<file path="src/rtl/instr_fetch.sv">
// instr_fetch: fetch stage feeding the processor control FSM.
// Reads 16-bit words from instruction memory at pc, buffers them in a small
// prefetch FIFO and hands one instruction at a time to the control FSM through
// ir_o/run_o, waiting for done_i before handing over the next one.
// Optional feature: define FETCH_HALT_EN to decode IR[15:13]==3'b111 as HALT.
module instr_fetch #(
    parameter int AW    = 8,
    parameter int DEPTH = 2
) (
    input  logic          clk_i,
    input  logic          rst_ni,
    input  logic          start_i,
    input  logic [AW-1:0] start_addr_i,
    input  logic          stop_i,
    output logic          mem_rd_o,
    output logic [AW-1:0] mem_addr_o,
    input  logic          mem_valid_i,
    input  logic [15:0]   mem_rdata_i,
    output logic [15:0]   ir_o,
    output logic          run_o,
    input  logic          done_i,
    output logic [AW-1:0] pc_o,
    output logic          busy_o,
    output logic          halted_o
);

    localparam int PW = $clog2(DEPTH);
    localparam int CW = PW + 1;

    typedef enum logic [1:0] {
        IDLE,
        ISSUE,
        WAIT
    } state_e;

    state_e          state_q;
    logic [15:0]     fifo_q [DEPTH];
    logic [PW-1:0]   wr_ptr_q;
    logic [PW-1:0]   rd_ptr_q;
    logic [CW-1:0]   count_q;
    logic [CW-1:0]   count_d;
    logic [AW-1:0]   pc_q;
    logic [AW-1:0]   pc_d;
    logic [AW-1:0]   addr_q;
    logic            mem_rd_q;
    logic            drop_q;
    logic            enable_q;
    logic [15:0]     ir_q;
    logic            run_q;
    logic [15:0]     fifo_head;
    logic            pop;
    logic            push;
    logic            flush;
    logic            issue;
    logic            halt_take;

`ifdef FETCH_HALT_EN
    logic            halted_q;
`endif

    assign fifo_head = fifo_q[rd_ptr_q];

    // The FSM takes the head word whenever it is idle; a start in the same
    // cycle flushes the FIFO instead, so it blocks the pop.
    assign pop = (state_q == IDLE) && (count_q != '0) && !start_i;

`ifdef FETCH_HALT_EN
    assign halt_take = pop && (fifo_head[15:13] == 3'b111);
`else
    assign halt_take = 1'b0;
`endif

    assign flush = start_i || halt_take;

    // A response is dropped when it belongs to a read issued before a flush.
    assign push = mem_valid_i && mem_rd_q && !drop_q && !flush;

    // Credit rule: buffered words plus the outstanding read never exceed DEPTH.
    // Since at most one read is outstanding, !mem_rd_q folds that term away.
    assign issue = enable_q && !stop_i && !mem_rd_q && !flush
                   && (count_q < CW'(DEPTH));

    // Next FIFO occupancy and next program counter.
    always_comb begin
        count_d = count_q;
        pc_d    = pc_q;
        if (flush) begin
            count_d = '0;
        end else if (push && !pop) begin
            count_d = count_q + CW'(1);
        end else if (pop && !push) begin
            count_d = count_q - CW'(1);
        end
        if (start_i) begin
            pc_d = start_addr_i;
        end else if (issue) begin
            pc_d = pc_q + AW'(1);
        end
    end

    // Memory request side: one outstanding read, held until mem_valid_i.
    always_ff @(posedge clk_i or negedge rst_ni) begin
        if (!rst_ni) begin
            pc_q     <= '0;
            addr_q   <= '0;
            mem_rd_q <= 1'b0;
            drop_q   <= 1'b0;
            enable_q <= 1'b0;
        end else begin
            pc_q <= pc_d;
            if (start_i) begin
                enable_q <= 1'b1;
            end else if (stop_i || halt_take) begin
                enable_q <= 1'b0;
            end
            if (issue) begin
                mem_rd_q <= 1'b1;
                addr_q   <= pc_q;
            end else if (mem_rd_q && mem_valid_i) begin
                mem_rd_q <= 1'b0;
            end
            if (mem_rd_q && mem_valid_i) begin
                drop_q <= 1'b0;
            end else if (mem_rd_q && flush) begin
                drop_q <= 1'b1;
            end
        end
    end

    // FIFO pointers and occupancy; a flush empties it in one cycle.
    always_ff @(posedge clk_i or negedge rst_ni) begin
        if (!rst_ni) begin
            wr_ptr_q <= '0;
            rd_ptr_q <= '0;
            count_q  <= '0;
        end else begin
            count_q <= count_d;
            if (flush) begin
                wr_ptr_q <= '0;
                rd_ptr_q <= '0;
            end else begin
                if (push) begin
                    wr_ptr_q <= wr_ptr_q + PW'(1);
                end
                if (pop) begin
                    rd_ptr_q <= rd_ptr_q + PW'(1);
                end
            end
        end
    end

    // FIFO storage; contents are only meaningful below count_q, so no reset.
    always_ff @(posedge clk_i) begin
        if (push) begin
            fifo_q[wr_ptr_q] <= mem_rdata_i;
        end
    end

    // Issue FSM: hand one instruction over, then wait for the FSM's Done.
    always_ff @(posedge clk_i or negedge rst_ni) begin
        if (!rst_ni) begin
            state_q <= IDLE;
            ir_q    <= '0;
            run_q   <= 1'b0;
`ifdef FETCH_HALT_EN
            halted_q <= 1'b0;
`endif
        end else begin
            run_q <= 1'b0;
            case (state_q)
                IDLE: begin
                    if (pop) begin
                        ir_q <= fifo_head;
                        if (!halt_take) begin
                            run_q   <= 1'b1;
                            state_q <= ISSUE;
                        end
                    end
                end
                ISSUE: begin
                    state_q <= WAIT;
                end
                WAIT: begin
                    if (done_i) begin
                        state_q <= IDLE;
                    end
                end
                default: begin
                    state_q <= IDLE;
                end
            endcase
`ifdef FETCH_HALT_EN
            if (start_i) begin
                halted_q <= 1'b0;
            end else if (halt_take) begin
                halted_q <= 1'b1;
            end
`endif
        end
    end

    assign mem_rd_o   = mem_rd_q;
    assign mem_addr_o = addr_q;
    assign ir_o       = ir_q;
    assign run_o      = run_q;
    assign pc_o       = pc_q;
    assign busy_o     = (state_q != IDLE) || (count_q != '0) || mem_rd_q;

`ifdef FETCH_HALT_EN
    assign halted_o = halted_q;
`else
    assign halted_o = 1'b0;
`endif

endmodule
</file>
<file path="config.mk">
export PLATFORM = sky130hd
export DESIGN_NAME = instr_fetch
export DESIGN_NICKNAME = d
export VERILOG_FILES = /design/src/rtl/instr_fetch.sv
export SDC_FILE = /design/constraint.sdc
export NUM_CORES = 1
export LEC_CHECK = 0
export ABC_AREA = 1
export CAP_MARGIN = 20
export CORE_MARGIN = 8
export CORE_UTILIZATION = 50
export DETAILED_ROUTE_END_ITERATION = 12
export GPL_TIMING_DRIVEN = 0
export PLACE_DENSITY = 0.79
export REMOVE_ABC_BUFFERS = 1
export SYNTH_ARGS = -nofsm -noshare
export SYNTH_HDL_FRONTEND = slang
export SYNTH_SLANG_ARGS = --single-unit
</file>
<file path="constraint.sdc">
create_clock -name clk_i -period 3.2 [get_ports clk_i]
set_clock_uncertainty 0.05 [all_clocks]
set_input_delay 0.8 -clock clk_i [delete_from_list [all_inputs] [get_ports clk_i]]
set_output_delay 0.8 -clock clk_i [all_outputs]
set_load 0.005 [all_outputs]
</file>
==> impl_metrics.py, run 1 <==
metrics = {
    "setup_path": {
        "r2r_start": "mem_rd_o",
        "cp-start-kind": "primary input",
        "end_kind": "flop",
        "r2r_setup_slack_ps": 1140,
        "required_ps": 3210,
        "r2r_cells": 5,
        "critPathMaxFanout": 21,
        "r2r-end": "fifo_q[1][9]",
        "arrival_ps": 2920,
        "crit_type": "primary input to flop",
    },
    "clock_tree": {
        "post_cts_resized": 0,
        "clockBufferDepth": 2,
        "cts.clk_slew.worst_paths_ps": 80,
        "cts_setup_buffers": 0,
        "cts-buffers-inserted": 9,
        "cts_tree": "built",
        "insertion_delay_ps": 340,
        "htreeDepth": 3,
        "ctsHoldBuffers": 0,
        "cts-root-buf": "clkbuf_8",
        "cts.sinks": 74,
    },
    "sta": {
        "rsz0062_at_grt": "false",
        "timing.final.max_slew_violations": 0,
        "fin_ws_ps": 281,
        "min_period_ps": 2920,
        "relSlewSlack_pct": 50.5,
        "finalSetupViolCount": 0,
        "post-route-period-util_pct": 91.2,
        "hold_ws_ps": 269,
        "tightest_slew_ps": 739,
        "max_freq_mhz": 343,
        "hold_violations": 0,
    },
    "global_route": {
        "grt_max_degree": 34,
        "track_usage_pct": 16.0,
        "grt_pass1_vias": 2403,
        "overflow": 0,
        "grt_pass1_wl_um": 11000,
        "antenna_found_initial": 0,
    },
    "detailed_routing": {
        "first_pass_iters": 4,
        "num_vias": 2245,
        "routed_via_density": 5.21,
        "route.detailed.drc": 0,
        "drt-total-wl_um": 6660,
        "postRouteAntennaNets": 0,
        "routedWlPerCell_um": 15.4,
        "drtIter0Drc": 94,
    },
    "synth": {
        "syn_inst": 284,
        "synth-edff-count": 32,
        "syn-cell-area_um2": 3040,
        "synth-main-ff-cell": "dfrtp_1",
        "post-synth-top-count-cell": "nand2_1",
        "ys_ff_latch": 74,
        "avgSynthCellArea_um2": 10.7,
        "synth.distinct_cells": 26,
        "synth_top_area_cell": "dfrtp_1",
        "yosys-top-cells-area": "dfrtp_1 35%, edfxtp_1 32%, nand2_1 9.1%, o21ai_0 3.9%, o211ai_1 3.9%",
        "yosys.area.top_type_share_pct": 34.5,
        "async_reset_ff_share_pct": 56.8,
        "yosys_warnings": 0,
        "yosysSeqAreaShare_pct": 66.1,
        "synth_common_cells": "74 x nand2_1, 42 x dfrtp_1, 32 x edfxtp_1, 24 x o21ai_0, 18 x nand3_1",
    },
    "placed_design": {
        "place.gp.congestion": 0.777,
        "portBuffers": 64,
        "post-place-ws_ps": -80.6,
        "dp_hpwl_um": 4620,
    },
    "cells_and_area": {
        "fill_cells": 471,
        "seq_area_um2": 2010,
        "multi_input_area_um2": 885,
        "post-route-util_pct": 66.9,
        "nets": 382,
        "diodes": 0,
        "drive_above_1_share_pct": 12.9,
        "areaGrowthSynthToFinish_pct": 29.4,
    },
    "die": {
        "coreArea_um2": 5890,
        "placementRows": 28,
        "die_w_um": 94.0,
        "die_h_um": 94.0,
        "dieArea_um2": 8840,
        "boundaryPins": 66,
        "initial_core_util_pct": 51.7,
    },
    "power_and_ir_drop": {
        "ir_drop_uv": 410,
        "leakage_nw": 1.65,
        "power_density_nw_per_um2": 752,
        "p_total_mw": 2.96,
    },
    "run": {
        "maxCapViolations": 0,
    },
    "outcome": {
        "status": "finished clean",
    },
    "hold_path": {
        "holdCritPathClass": "primary input to async pin",
    },
}
[power by group]
part	switching [mW]	internal, mW
sequential	0.167	1.20
clock	0.353	0.283
combinational	0.450	0.503
total	0.970	1.99
[kinds of logic after synthesis]
| kind of cell | count (synthesis) | share of synthesized area (%) |
|---|---|---|
| AOI/OAI and AO/OA | 47 | 9.17 |
| xor gates and xnor gates | 2 | 0.576 |
| adders and majority gates | 1 | 0.411 |
| buffers and inverters | 31 | 4.81 |
| DFF | 74 | 66.1 |
| other | 1 | 0.123 |
| and+or+nand+nor | 128 | 18.8 |
[cell type report]
class                           instances  area share, %
Tap cell                               75           2.38
Inverter                               19           1.81
Timing Repair Buffer                   68           17.9
Sequential cell                        74           51.1
Multi-Input combinational cell        179           22.5
Clock buffer                           10           3.24
Clock inverter                          6           1.08
[worst max path at each step]
stage | start | to | depth (start not counted) | slack (ps)
2_1_floorplan | mem_valid_i | fifo_q[0][0] | 4 | 900
3_3_place_gp | start_i | fifo_q[1][2] | 4 | -860
3_5_place_dp | start_i | fifo_q[1][2] | 6 | -80
4_1_cts | start_i | fifo_q[1][14] | 6 | 280
5_1_grt | start_i | fifo_q[1][14] | 6 | 110
6_report | start_i | fifo_q[1][9] | 6 | 280
[per-layer routing]
layer | global-route usage [%] | vias up | routed length, um
met5 | 0 | - | 0
met4 | 7.00 | 0 | 78
met3 | 5.36 | 8 | 470
met2 | 26.7 | 71 | 3260
met1 | 18.2 | 1085 | 2850
li1 | - | 1081 | -
[stage by stage]
step / instances / area, um2 / TNS (ps)
after CTS: 431 / 3940 / 0
after floorplan: 272 / 2970 / 0
after global placement: 411 / 3700 / -27900
final: 431 / 3940 / 0
after global routing: 431 / 3940 / 0
after detailed placement: 415 / 3770 / -723
[state kept, by name, summed over array words and instances, names as in the netlist]
name / cells
drop_q: 1
ir_o: 16
enable_q: 1
state_q: 2
rd_ptr_q: 1
pc_o: 8
run_o: 1
mem_addr_o: 8
mem_rd_o: 1
count_q: 2
fifo_q: 32
wr_ptr_q: 1
[placed cells by master, fill, tap and decap left out, types with 2 or more instances in the layout]
master           netlist  routed
inv_2                  2       2
nand3_1               18      18
nor2_2                 3       3
a21oi_1                2       2
or2_2                 16      16
clkinvlp_4             0       2
o211ai_1              16      16
buf_6                  2       2
edfxtp_1              32      32
nand2_1               74      74
dfrtp_1               42      42
clkbuf_8               0       9
o21ai_0               24      24
clkinv_2               0       2
nand2_2                3       3
nor2_1                12      12
clkdlybuf4s50_1        0      63
o21ai_1                3       3
inv_1                 17      17
xor2_1                 2       2
[critical path, stage by stage]
cell	delay, ps
clkdlybuf4s50_1	690
buf_16	300
inv_1	190
nand2_1	100
nor2_1	590
buf_6	240
Power figures use the tool's default switching activity.
==> run 2: changes to the inputs <==
CTS_BUF_LIST = sky130_fd_sc_hd__clkbuf_4 sky130_fd_sc_hd__clkbuf_8   (was unset)
==> run 2 against run 1 <==
Compared with the run above:
- cell count unchanged
- sequential share of layout area about the same
- register-to-register slack about the same
- largest cell class unchanged
- worst setup slack improved by 15 ps
- largest power group unchanged
- highest routed layer unchanged
==> impl_metrics.py, run 2 (synthesized netlist as in run 1, its figures left out) <==
metrics = {
    "outcome": {
        "status": "finished clean",
    },
    "clock_tree": {
        "cts-root-buf": "clkbuf_8",
        "post_cts_resized": 0,
        "cts_setup_buffers": 0,
        "cts.sinks": 74,
        "cts-buffers-inserted": 9,
        "cts.clk_slew.worst_paths_ps": 80,
        "ctsHoldBuffers": 0,
        "cts_tree": "built",
        "clockBufferDepth": 2,
        "insertion_delay_ps": 340,
        "htreeDepth": 3,
    },
    "power_and_ir_drop": {
        "p_comb_share_pct": 32.0,
        "power_density_nw_per_um2": 753,
        "leakage_nw": 1.65,
        "p_int_mw": 2.00,
        "ir_drop_uv": 410,
        "p_total_mw": 2.97,
        "clkPwrFrac_pct": 21.7,
        "switching_share_pct": 32.6,
        "switching_power_mw": 0.968,
        "seqPwrFrac_pct": 46.2,
    },
    "global_route": {
        "overflow": 0,
        "met3_usage_pct": 5.36,
        "globalRouteMet2Util_pct": 26.7,
        "antenna_found_initial": 0,
        "grt_pass1_vias": 2403,
        "grt_max_degree": 34,
        "grt_pass1_wl_um": 11000,
        "track_usage_pct": 16.0,
        "gr-max-usage-layer": "met2",
        "grt_util_met1_pct": 18.2,
    },
    "setup_path": {
        "cp-start-kind": "primary input",
        "r2r_setup_slack_ps": 1140,
        "r2r_cells": 5,
        "crit_type": "primary input to flop",
        "end_kind": "flop",
        "startpoint": "start_i",
        "required_ps": 3210,
        "arrival_ps": 2910,
        "critPathMaxFanout": 21,
        "r2r_start": "mem_rd_o",
        "r2r-end": "fifo_q[1][14]",
        "endpoint": "fifo_q[1][14]",
    },
    "die": {
        "die_w_um": 94.0,
        "die_h_um": 94.0,
        "initial_core_util_pct": 51.7,
        "placementRows": 28,
        "coreArea_um2": 5890,
        "boundaryPins": 66,
        "dieArea_um2": 8840,
    },
    "run": {
        "maxCapViolations": 0,
    },
    "sta": {
        "post-route-period-util_pct": 90.7,
        "hold_violations": 0,
        "relSlewSlack_pct": 50.7,
        "rsz0062_at_grt": "false",
        "min_period_ps": 2900,
        "finalSetupViolCount": 0,
        "tightest_slew_ps": 736,
        "timing.final.max_slew_violations": 0,
        "max_freq_mhz": 344,
        "fin_ws_ps": 297,
    },
    "cells_and_area": {
        "top_register": "fifo_q",
        "mostFrequentLayoutCell": "nand2_1",
        "diodes": 0,
        "drive_above_1_share_pct": 13.2,
        "nets": 382,
        "areaGrowthSynthToFinish_pct": 29.5,
        "fin_area_um2": 3940,
        "largest_reg_flops": 32,
        "mostFrequentLayoutCells": "74 x nand2_1, 63 x clkdlybuf4s50_1, 42 x dfrtp_1, 32 x edfxtp_1, 24 x o21ai_0",
    },
    "placed_design": {
        "place.gp.congestion": 0.777,
        "dpl_cell_area_um2": 3770,
        "portBuffers": 64,
        "post-place-ws_ps": -80.6,
        "dp_hpwl_um": 4620,
    },
    "detailed_routing": {
        "postRouteAntennaNets": 0,
        "drt-total-wl_um": 6640,
        "route.detailed.drc": 0,
        "routed_via_density": 5.21,
        "num_vias": 2244,
        "drtIter0Drc": 94,
        "first_pass_iters": 4,
        "routedWlPerCell_um": 15.4,
    },
    "hold_path": {
        "holdCritPathClass": "primary input to async pin",
    },
}
## run 2: changes by cell type in the layout (fill, tap and decap cells not counted)
cell / change
clkbuf_1: -1
clkbuf_4: +1
## run 2: final cells by class
cell class / count / area (um2)
clock buffers: 10 / 131
clock inverters: 6 / 42.5
fillers: 470 / 1940
inverters: 19 / 71.3
multi-input cells: 179 / 885
flip-flops and latches: 74 / 2010
well taps: 75 / 93.8
repair buffers: 68 / 706
## run 2: stage by stage
step                      util (%)  std cells  hold slack [ps]  setup TNS [ps]
after floorplan                  -        272              405               0
after global placement        62.9        411              410          -27900
after detailed placement      64.0        415              421            -723
after CTS                     67.0        431              265               0
after global routing          67.0        431              267               0
final                         67.0        431              268               0
## run 2: layer usage
| layer | up-vias | wire length [um] |
|---|---|---|
| met4 | 0 | 69 |
| li1 | 1081 | - |
| met3 | 8 | 468 |
| met2 | 71 | 3260 |
| met1 | 1084 | 2840 |
| met5 | - | 0 |
## run 2: worst min path at each step
stage	startpoint	end	slack [ps]	depth (start not counted)
after CTS	rst_ni	mem_addr_o[3]	260	1
after floorplan	fifo_q[0][0]	ir_o[0]	400	2
after global routing	rst_ni	mem_addr_o[3]	270	1
final	rst_ni	ir_o[5]	270	1
after detailed placement	fifo_q[0][3]	ir_o[3]	420	2
after global placement	fifo_q[0][6]	ir_o[6]	410	2
## run 2: worst max-delay path, cell delays in order
cell and delay (ps):
clkdlybuf4s50_1 680, buf_16 300, inv_1 190, nand2_1 100, nor2_1 590, buf_6 240
## run 2: power by group through the flow
stage                     sequential [mW]  clock (mW)  combinational [mW]
after CTS                            1.37       0.652               0.973
after detailed placement             1.39           0               0.972
after global routing                 1.40       0.694                1.06
after floorplan                      1.37           0               0.411
final                                1.37       0.645               0.951
after global placement               1.38           0               0.922
==> run 3: changes to the inputs <==
HOLD_SLACK_MARGIN = 0.05   (was unset)
RECOVER_POWER = 25   (was unset)
==> run 3 against run 2 <==
Compared with the run above:
- the flow now finishes with violations (max-capacitance violations, max-slew violations)
- via count rose by 0.27%
- combinational power fell by 0.4%
- global-route usage did not move
- sequential share of layout area rose by 0.23 points
- total power fell by 0.14%
- critical path depth did not move
- clock-buffer cell count did not move
- maximum frequency fell by 0.10%
- largest cell class unchanged
==> impl_metrics.py, run 3 (synthesized netlist as in run 1, its figures left out) <==
metrics = {
    "cells_and_area": {
        "nets": 382,
        "areaGrowthSynthToFinish_pct": 28.9,
        "fin_area_um2": 3920,
        "mostFrequentLayoutCell": "nand2_1",
        "diodes": 0,
        "drive_above_1_share_pct": 12.6,
        "mostFrequentLayoutCells": "74 x nand2_1, 61 x clkdlybuf4s50_1, 42 x dfrtp_1, 32 x edfxtp_1, 24 x o21ai_0",
        "largest_reg_flops": 32,
        "top_register": "fifo_q",
    },
    "clock_tree": {
        "cts_setup_buffers": 0,
        "clockBufferDepth": 2,
        "htreeDepth": 3,
        "cts_tree": "built",
        "cts-buffers-inserted": 9,
        "insertion_delay_ps": 340,
        "post_cts_resized": 0,
        "cts-root-buf": "clkbuf_8",
        "ctsHoldBuffers": 0,
        "cts.clk_slew.worst_paths_ps": 80,
        "cts.sinks": 74,
    },
    "detailed_routing": {
        "num_vias": 2250,
        "first_pass_iters": 4,
        "drt-total-wl_um": 6630,
        "routed_via_density": 5.22,
        "drtIter0Drc": 89,
        "postRouteAntennaNets": 0,
        "route.detailed.drc": 0,
        "routedWlPerCell_um": 15.4,
    },
    "setup_path": {
        "critPathMaxFanout": 21,
        "cp-start-kind": "primary input",
        "required_ps": 3210,
        "crit_type": "primary input to flop",
        "arrival_ps": 2910,
        "end_kind": "flop",
    },
    "sta": {
        "max_freq_mhz": 344,
        "hold_violations": 0,
        "post-route-period-util_pct": 90.8,
        "hold_ws_ps": 359,
        "timing.final.max_slew_violations": 34,
        "finalSetupViolCount": 0,
        "rsz0062_at_grt": "false",
        "min_period_ps": 2910,
        "relSlewSlack_pct": -17.2,
        "tightest_slew_ps": 1760,
    },
    "die": {
        "die_w_um": 94.0,
        "die_h_um": 94.0,
        "placementRows": 28,
        "boundaryPins": 66,
        "coreArea_um2": 5890,
        "dieArea_um2": 8840,
        "initial_core_util_pct": 51.7,
    },
    "outcome": {
        "status": "complete, but fails checks",
        "violations": "max-capacitance violations, max-slew violations",
    },
    "power_and_ir_drop": {
        "ir_drop_uv": 411,
        "leakage_nw": 1.64,
        "power_density_nw_per_um2": 755,
    },
    "global_route": {
        "grt_max_degree": 34,
        "antenna_found_initial": 0,
        "grt_pass1_vias": 2403,
        "overflow": 0,
        "grt_pass1_wl_um": 11000,
        "track_usage_pct": 16.0,
    },
    "hold_path": {
        "holdCritPathClass": "primary input to async pin",
    },
    "placed_design": {
        "portBuffers": 64,
        "dpl_cell_area_um2": 3770,
        "dp_hpwl_um": 4620,
        "place.gp.congestion": 0.777,
    },
    "run": {
        "maxCapViolations": 1,
    },
}
-- run 3: stage by stage --
step	setup TNS [ps]	setup slack [ps]	instances	power, mW	util, %
final	0	294	431	2.96	66.7
after global routing	0	108	431	3.15	66.7
after CTS	0	283	431	3.00	67.0
after detailed placement	-723	-80.6	415	2.36	64.0
after global placement	-27900	-863	411	2.30	62.9
after floorplan	0	905	272	1.78	-
-- run 3: area by class of cell --
cell class	instances	area, um2
Multi-Input combinational cell	179	885
Sequential cell	74	2010
Clock inverter	6	42.5
Timing Repair Buffer	68	688
Fill cell	474	1960
Tap cell	75	93.8
Clock buffer	10	131
Inverter	19	71.3
-- run 3: worst paths after layout --
| kind | from | end | slack [ps] | depth (start not counted) |
|---|---|---|---|---|
| worst max-delay path | start_i | fifo_q[1][14] | 290 | 6 |
| min in group clk_i | mem_addr_o[1] | mem_addr_o[1] | 430 | 2 |
| worst min-delay path | rst_ni | ir_o[5] | 360 | 1 |
| worst min register to register | mem_addr_o[1] | mem_addr_o[1] | 430 | 2 |
| worst max register to register | mem_rd_o | fifo_q[1][14] | 1140 | 5 |
| max in group asynchronous | rst_ni | state_q[0] | 720 | 2 |
-- run 3: metal layers --
| metal | part of all wire (%) | global-route usage (%) | vias to the layer above | routed length, um |
|---|---|---|---|---|
| li1 | - | - | 1083 | - |
| met4 | 1.2 | 7.00 | 0 | 78 |
| met2 | 49 | 26.7 | 72 | 3250 |
| met5 | 0 | 0 | - | 0 |
| met3 | 7.0 | 5.36 | 8 | 462 |
| met1 | 43 | 18.2 | 1087 | 2840 |
-- run 3: worst max-delay path: stages --
cell and delay (ps):
clkdlybuf4s50_1 680, buf_16 300, inv_1 190, nand2_1 100, nor2_1 590, buf_6 240
-- run 3: power breakdown --
| part | total [mW] | switching (mW) | internal [mW] |
|---|---|---|---|
| logic | 0.947 | 0.447 | 0.500 |
| clock network | 0.644 | 0.353 | 0.291 |
| registers | 1.37 | 0.167 | 1.20 |
| total | 2.96 | 0.967 | 2.00 |
==> RTL change 1, RTL diff (config.mk and constraints of run 3) <==
Add an input register stage for `start_addr_i`, `stop_i`, `mem_valid_i`, `mem_rdata_i` and `done_i`, cleared by the reset; this delays them by one clock. The other inputs are not delayed to match.
--- a/src/rtl/instr_fetch.sv
+++ b/src/rtl/instr_fetch.sv
@@ -33,6 +33,28 @@
         WAIT
     } state_e;
 
+    logic [AW-1:0] start_addr_q;
+    logic stop_q;
+    logic mem_valid_q;
+    logic [15:0] mem_rdata_q;
+    logic done_q;
+
+    always_ff @(posedge clk_i or negedge rst_ni) begin
+        if (!rst_ni) begin
+            start_addr_q <= '0;
+            stop_q       <= '0;
+            mem_valid_q  <= '0;
+            mem_rdata_q  <= '0;
+            done_q       <= '0;
+        end else begin
+            start_addr_q <= start_addr_i;
+            stop_q       <= stop_i;
+            mem_valid_q  <= mem_valid_i;
+            mem_rdata_q  <= mem_rdata_i;
+            done_q       <= done_i;
+        end
+    end
+
     state_e          state_q;
     logic [15:0]     fifo_q [DEPTH];
     logic [PW-1:0]   wr_ptr_q;
@@ -73,11 +95,11 @@
     assign flush = start_i || halt_take;
 
     // A response is dropped when it belongs to a read issued before a flush.
-    assign push = mem_valid_i && mem_rd_q && !drop_q && !flush;
+    assign push = mem_valid_q && mem_rd_q && !drop_q && !flush;
 
     // Credit rule: buffered words plus the outstanding read never exceed DEPTH.
     // Since at most one read is outstanding, !mem_rd_q folds that term away.
-    assign issue = enable_q && !stop_i && !mem_rd_q && !flush
+    assign issue = enable_q && !stop_q && !mem_rd_q && !flush
                    && (count_q < CW'(DEPTH));
 
     // Next FIFO occupancy and next program counter.
@@ -92,7 +114,7 @@
             count_d = count_q - CW'(1);
         end
         if (start_i) begin
-            pc_d = start_addr_i;
+            pc_d = start_addr_q;
         end else if (issue) begin
             pc_d = pc_q + AW'(1);
         end
@@ -110,16 +132,16 @@
             pc_q <= pc_d;
             if (start_i) begin
                 enable_q <= 1'b1;
-            end else if (stop_i || halt_take) begin
+            end else if (stop_q || halt_take) begin
                 enable_q <= 1'b0;
             end
             if (issue) begin
                 mem_rd_q <= 1'b1;
                 addr_q   <= pc_q;
-            end else if (mem_rd_q && mem_valid_i) begin
+            end else if (mem_rd_q && mem_valid_q) begin
                 mem_rd_q <= 1'b0;
             end
-            if (mem_rd_q && mem_valid_i) begin
+            if (mem_rd_q && mem_valid_q) begin
                 drop_q <= 1'b0;
             end else if (mem_rd_q && flush) begin
                 drop_q <= 1'b1;
@@ -152,7 +174,7 @@
     // FIFO storage; contents are only meaningful below count_q, so no reset.
     always_ff @(posedge clk_i) begin
         if (push) begin
-            fifo_q[wr_ptr_q] <= mem_rdata_i;
+            fifo_q[wr_ptr_q] <= mem_rdata_q;
         end
     end
 
@@ -181,7 +203,7 @@
                     state_q <= WAIT;
                 end
                 WAIT: begin
-                    if (done_i) begin
+                    if (done_q) begin
                         state_q <= IDLE;
                     end
                 end
Function: changed (a bounded check fails within 4 cycles, from zero or initial values and one cycle with rst_ni low).
==> RTL change 1 against run 3 <==
Area after synthesis up 22%. Sequential share of layout area increased by 6.7 points. Design area up 18%. Setup slack better by 0.18 ns. Register-to-register slack improved by 0.12 ns. Routed wire length grew 12%. Sequential cell count increased by 27. Critical path depth stayed put. First-iteration DRC count grew 61%. Power rose by 17%. Largest power group unchanged. Highest routed layer unchanged.
==> RTL change 1: results (changes against run 3) <==
stage,metric,value,unit,change
grt,largest net degree at the start of global routing,70,,+110%
yosys,ys async rst share,0.6832,,+0.1156
clock_network,CTS buffer count,9,,unchanged
yosys,top post-synthesis cells by count,"nand2_1, dfrtp_1, edfxtp_1",,
placed_design,Placed Instances,466,,+12%
critical_path,CP Capture Point,fifo_q[1][3],,
placed_design,hpwl dp,5008,um,+8.3%
sta,post-layout min period,2.728,ns,-0.1785 ns
clock_network,CTS clock-pin slew for the worst setup and hold paths,0.09,ns,
power,total leakage power,1.977,nW,+20%
power,VDD IR max,0.0004570,V,+11%
critical_path,worst reg2reg path depth,5,,unchanged
grt,GR Util All Layers,0.1549,,-0.004899
final_layout,fraction of layout cells with a size suffix above 1,0.1097,,-0.01674
final_layout,ant diodes,0,,unchanged
critical_path,crit-path max FO,25,,+19%
critical_path,FF-to-FF setup slack,1.26,ns,+0.12 ns
grt,met2 usage,0.2459,,-0.02133
grt,GR Overflow Total,0,,unchanged
clock_network,"Clk Latency, worst-skew pair",0.38,ns,+0.04 ns
min_path,worst hold path type,reg -> reg,,
critical_path,CP arrival,2.76,ns,-0.15 ns
route,met3 routed WL,391,um,-15%
yosys,Area contributors post-synth,"dfrtp_1, edfxtp_1, nand2_1",,
placed_design,placement-stage cell area,4453,um^2,+18%
yosys,Post-Synth Adder-Cell Area,0.003370,,-0.0007414
yosys,Avg Inst Size Synth,11.90,um^2,+11%
grt,met1 Track Usage GR,0.1944,,+0.01258
route,wire length on met2,3701,um,+14%
yosys,Compound-Gate Fraction of Synth Area,0.07449,,-0.01721
clock_network,post-CTS sizing,0,,unchanged
critical_path,reg2reg start,mem_rd_o,,
yosys,sequential share of the synthesized area,0.7240,,+0.06278
route,Initial DRC Count,143,,+61%
placed_design,GP Congestion,0.7791,,+0.24%
clock_network,H-Tree Depth,3,,unchanged
min_path,min-delay src,mem_rdata_q[1],,
final_layout,fillers,542,,+14%
route,via count,2427,,+7.9%
clock_network,setup bufs post-CTS,0,,unchanged
route,metal1 wirelength,3231,um,+14%
sta,Slew headroom,0.4407,,+0.6123
sta,hold slack final,0.4045,ns,+0.04528 ns
placed_design,port bufs,64,,unchanged
yosys,Synth Area in XOR/XNOR,0.004719,,-0.001038
placed_design,dpl ws,0.08021,ns,+0.1608 ns
route,routed wire length,7449,um,+12%
route,WL per Instance,15.45,um,+0.45%
grt,M3 GR Usage,0.04700,,-0.006554
final_layout,nets,409,,+7.1%
route,Max Used Layer,met4,,
status,status,finished clean,,
yosys,count of different cell masters after synthesis,26,,unchanged
final_layout,Layout area overhead,24.97,%,
final_layout,max reg flops,32,,unchanged
grt,global-route wire length before repair,12250,um,+11%
critical_path,CP Capture Type,flip-flop,,
grt,vias in the first global route,2467,,+2.7%
clock_network,Clock Tree Root,clkbuf_8,,
critical_path,Reg-to-Reg End,fifo_q[0][7],,
RTL change 1: power by group:
| part | total, mW | internal, mW | switching, mW |
|---|---|---|---|
| logic | 0.951 | 0.493 | 0.458 |
| clock network | 0.773 | 0.310 | 0.463 |
| registers | 1.74 | 1.56 | 0.173 |
RTL change 1: kinds of logic (layout without fill, tap and decap cells):
kind of cell,after synthesis,in the layout
adder cells (fa/ha/maj),1,1
XOR/XNOR,2,2
flip-flops,101,101
AO/OA/AOI/OAI,47,47
AND/OR/NAND/NOR,128,128
other,1,1
buffers and inverters,32,103
RTL change 1: cell type report:
cell class | count | share of cell area
Sequential cell | 101 | 0.5793
Multi-Input combinational cell | 179 | 0.1893
Timing Repair Buffer | 67 | 0.1483
Clock buffer | 10 | 0.02832
Tap cell | 99 | 0.02670
Inverter | 20 | 0.01618
Clock inverter | 6 | 0.01187
RTL change 1: critical path, cell delays in order:
cell and delay [ns]:
clkdlybuf4s50_1 0.60, buf_16 0.26, inv_1 0.21, nand2_1 0.11, nor2_1 0.51, buf_6 0.25
==> RTL change 2, RTL diff (config.mk and constraints of run 3) <==
Without the edit above. `AW`: 8 -> 7.
--- a/src/rtl/instr_fetch.sv
+++ b/src/rtl/instr_fetch.sv
@@ -4,7 +4,7 @@
 // ir_o/run_o, waiting for done_i before handing over the next one.
 // Optional feature: define FETCH_HALT_EN to decode IR[15:13]==3'b111 as HALT.
 module instr_fetch #(
-    parameter int AW    = 8,
+    parameter int AW    = 7,
     parameter int DEPTH = 2
 ) (
     input  logic          clk_i,
Ports: changed (resized mem_addr_o, pc_o and start_addr_i); port bits go from 66 to 63. No check against the original RTL was run, so the function may have changed too.
==> RTL change 2 against run 3 <==
The flow still finishes with violations (max-capacitance violations, max-slew violations). Largest cell class unchanged. Clock power shrank 4.8%. Design area shrank 3.3%. Routed wire length shrank 8.3%. Sequential cell count fell by 2. Combinational power shrank 4.0%. Power down 3.5%. Die area is 2.5% lower. Area after synthesis fell by 3.0%. Fmax grew 2.4%. Setup slack improved by 0.067 ns.
==> RTL change 2: results (changes against run 3) <==
stage,metric,value,unit,change
status,status,finished with violations,,
status,violated checks,"max-capacitance violations, max-slew violations",,
power,total leakage power,1.567,nW,-4.5%
sta,Final period util,0.8873,,-0.02090
sta,hold slack final,0.4201,ns,+0.06085 ns
yosys,post-synthesis cell count,269,,-5.3%
yosys,sequential share of the synthesized area,0.6650,,+0.003786
critical_path,crit-path max FO,22,,+4.8%
sta,Slew headroom,-0.4219,,-0.2504
yosys,ys async rst share,0.5556,,-0.01201
route,routed wire length,6078,um,-8.3%
yosys,top post-synthesis cells by count,"nand2_1, dfrtp_1, edfxtp_1",,
power,total power,2.859,mW,-3.5%
final_layout,fraction of layout cells with a size suffix above 1,0.1335,,+0.007127
route,WL per Instance,14.75,um,-4.1%
power,Int Pwr,1.957,mW,-1.9%
sta,Max Slew Vio Count,41,,+21%
critical_path,CP arrival,2.84,ns,-0.07 ns
yosys,count of different cell masters after synthesis,28,,+7.7%
final_layout,nets,362,,-5.2%
placed_design,placement-stage cell area,3626,um^2,-3.8%
placed_design,GP Congestion,0.7715,,-0.73%
route,Initial DRC Count,95,,+6.7%
power,Clk pwr share,0.215,,-0.002
power,VDD IR max,0.0003920,V,-4.5%
placed_design,hpwl dp,4183,um,-9.5%
grt,GR Util All Layers,0.1518,,-0.008076
job,Max-cap violations,1,,unchanged
## RTL change 2: area by class of cell
type,instances,area [um^2]
Fill cell,471,2019
Inverter,18,67.56
Clock buffer,12,146.4
Multi-Input combinational cell,167,849.6
Tap cell,75,93.84
Clock inverter,4,22.52
Sequential cell,72,1962
Timing Repair Buffer,64,654.4
## RTL change 2: routing by layer
metal | track usage | routed length (um)
met1 | 0.1772 | 2669
met2 | 0.2491 | 2946
met3 | 0.05016 | 403
met4 | 0.06711 | 59
met5 | 0 | 0
## RTL change 2: cells by family after synthesis
kind of cell	after synthesis	synth area share
AND/OR/NAND/NOR	116	0.1807
other	1	0.001271
AO/OA/AOI/OAI	48	0.09797
XOR/XNOR	1	0.002969
buffers and inverters	30	0.04792
adder cells (fa/ha/maj)	1	0.004240
flip-flops	72	0.6650
## RTL change 2: worst max-delay path, cell delays in order
cell,delay (ns)
clkdlybuf4s50_1,0.68
buf_16,0.30
inv_1,0.17
nand2_1,0.09
nor2_1,0.54
buf_6,0.25
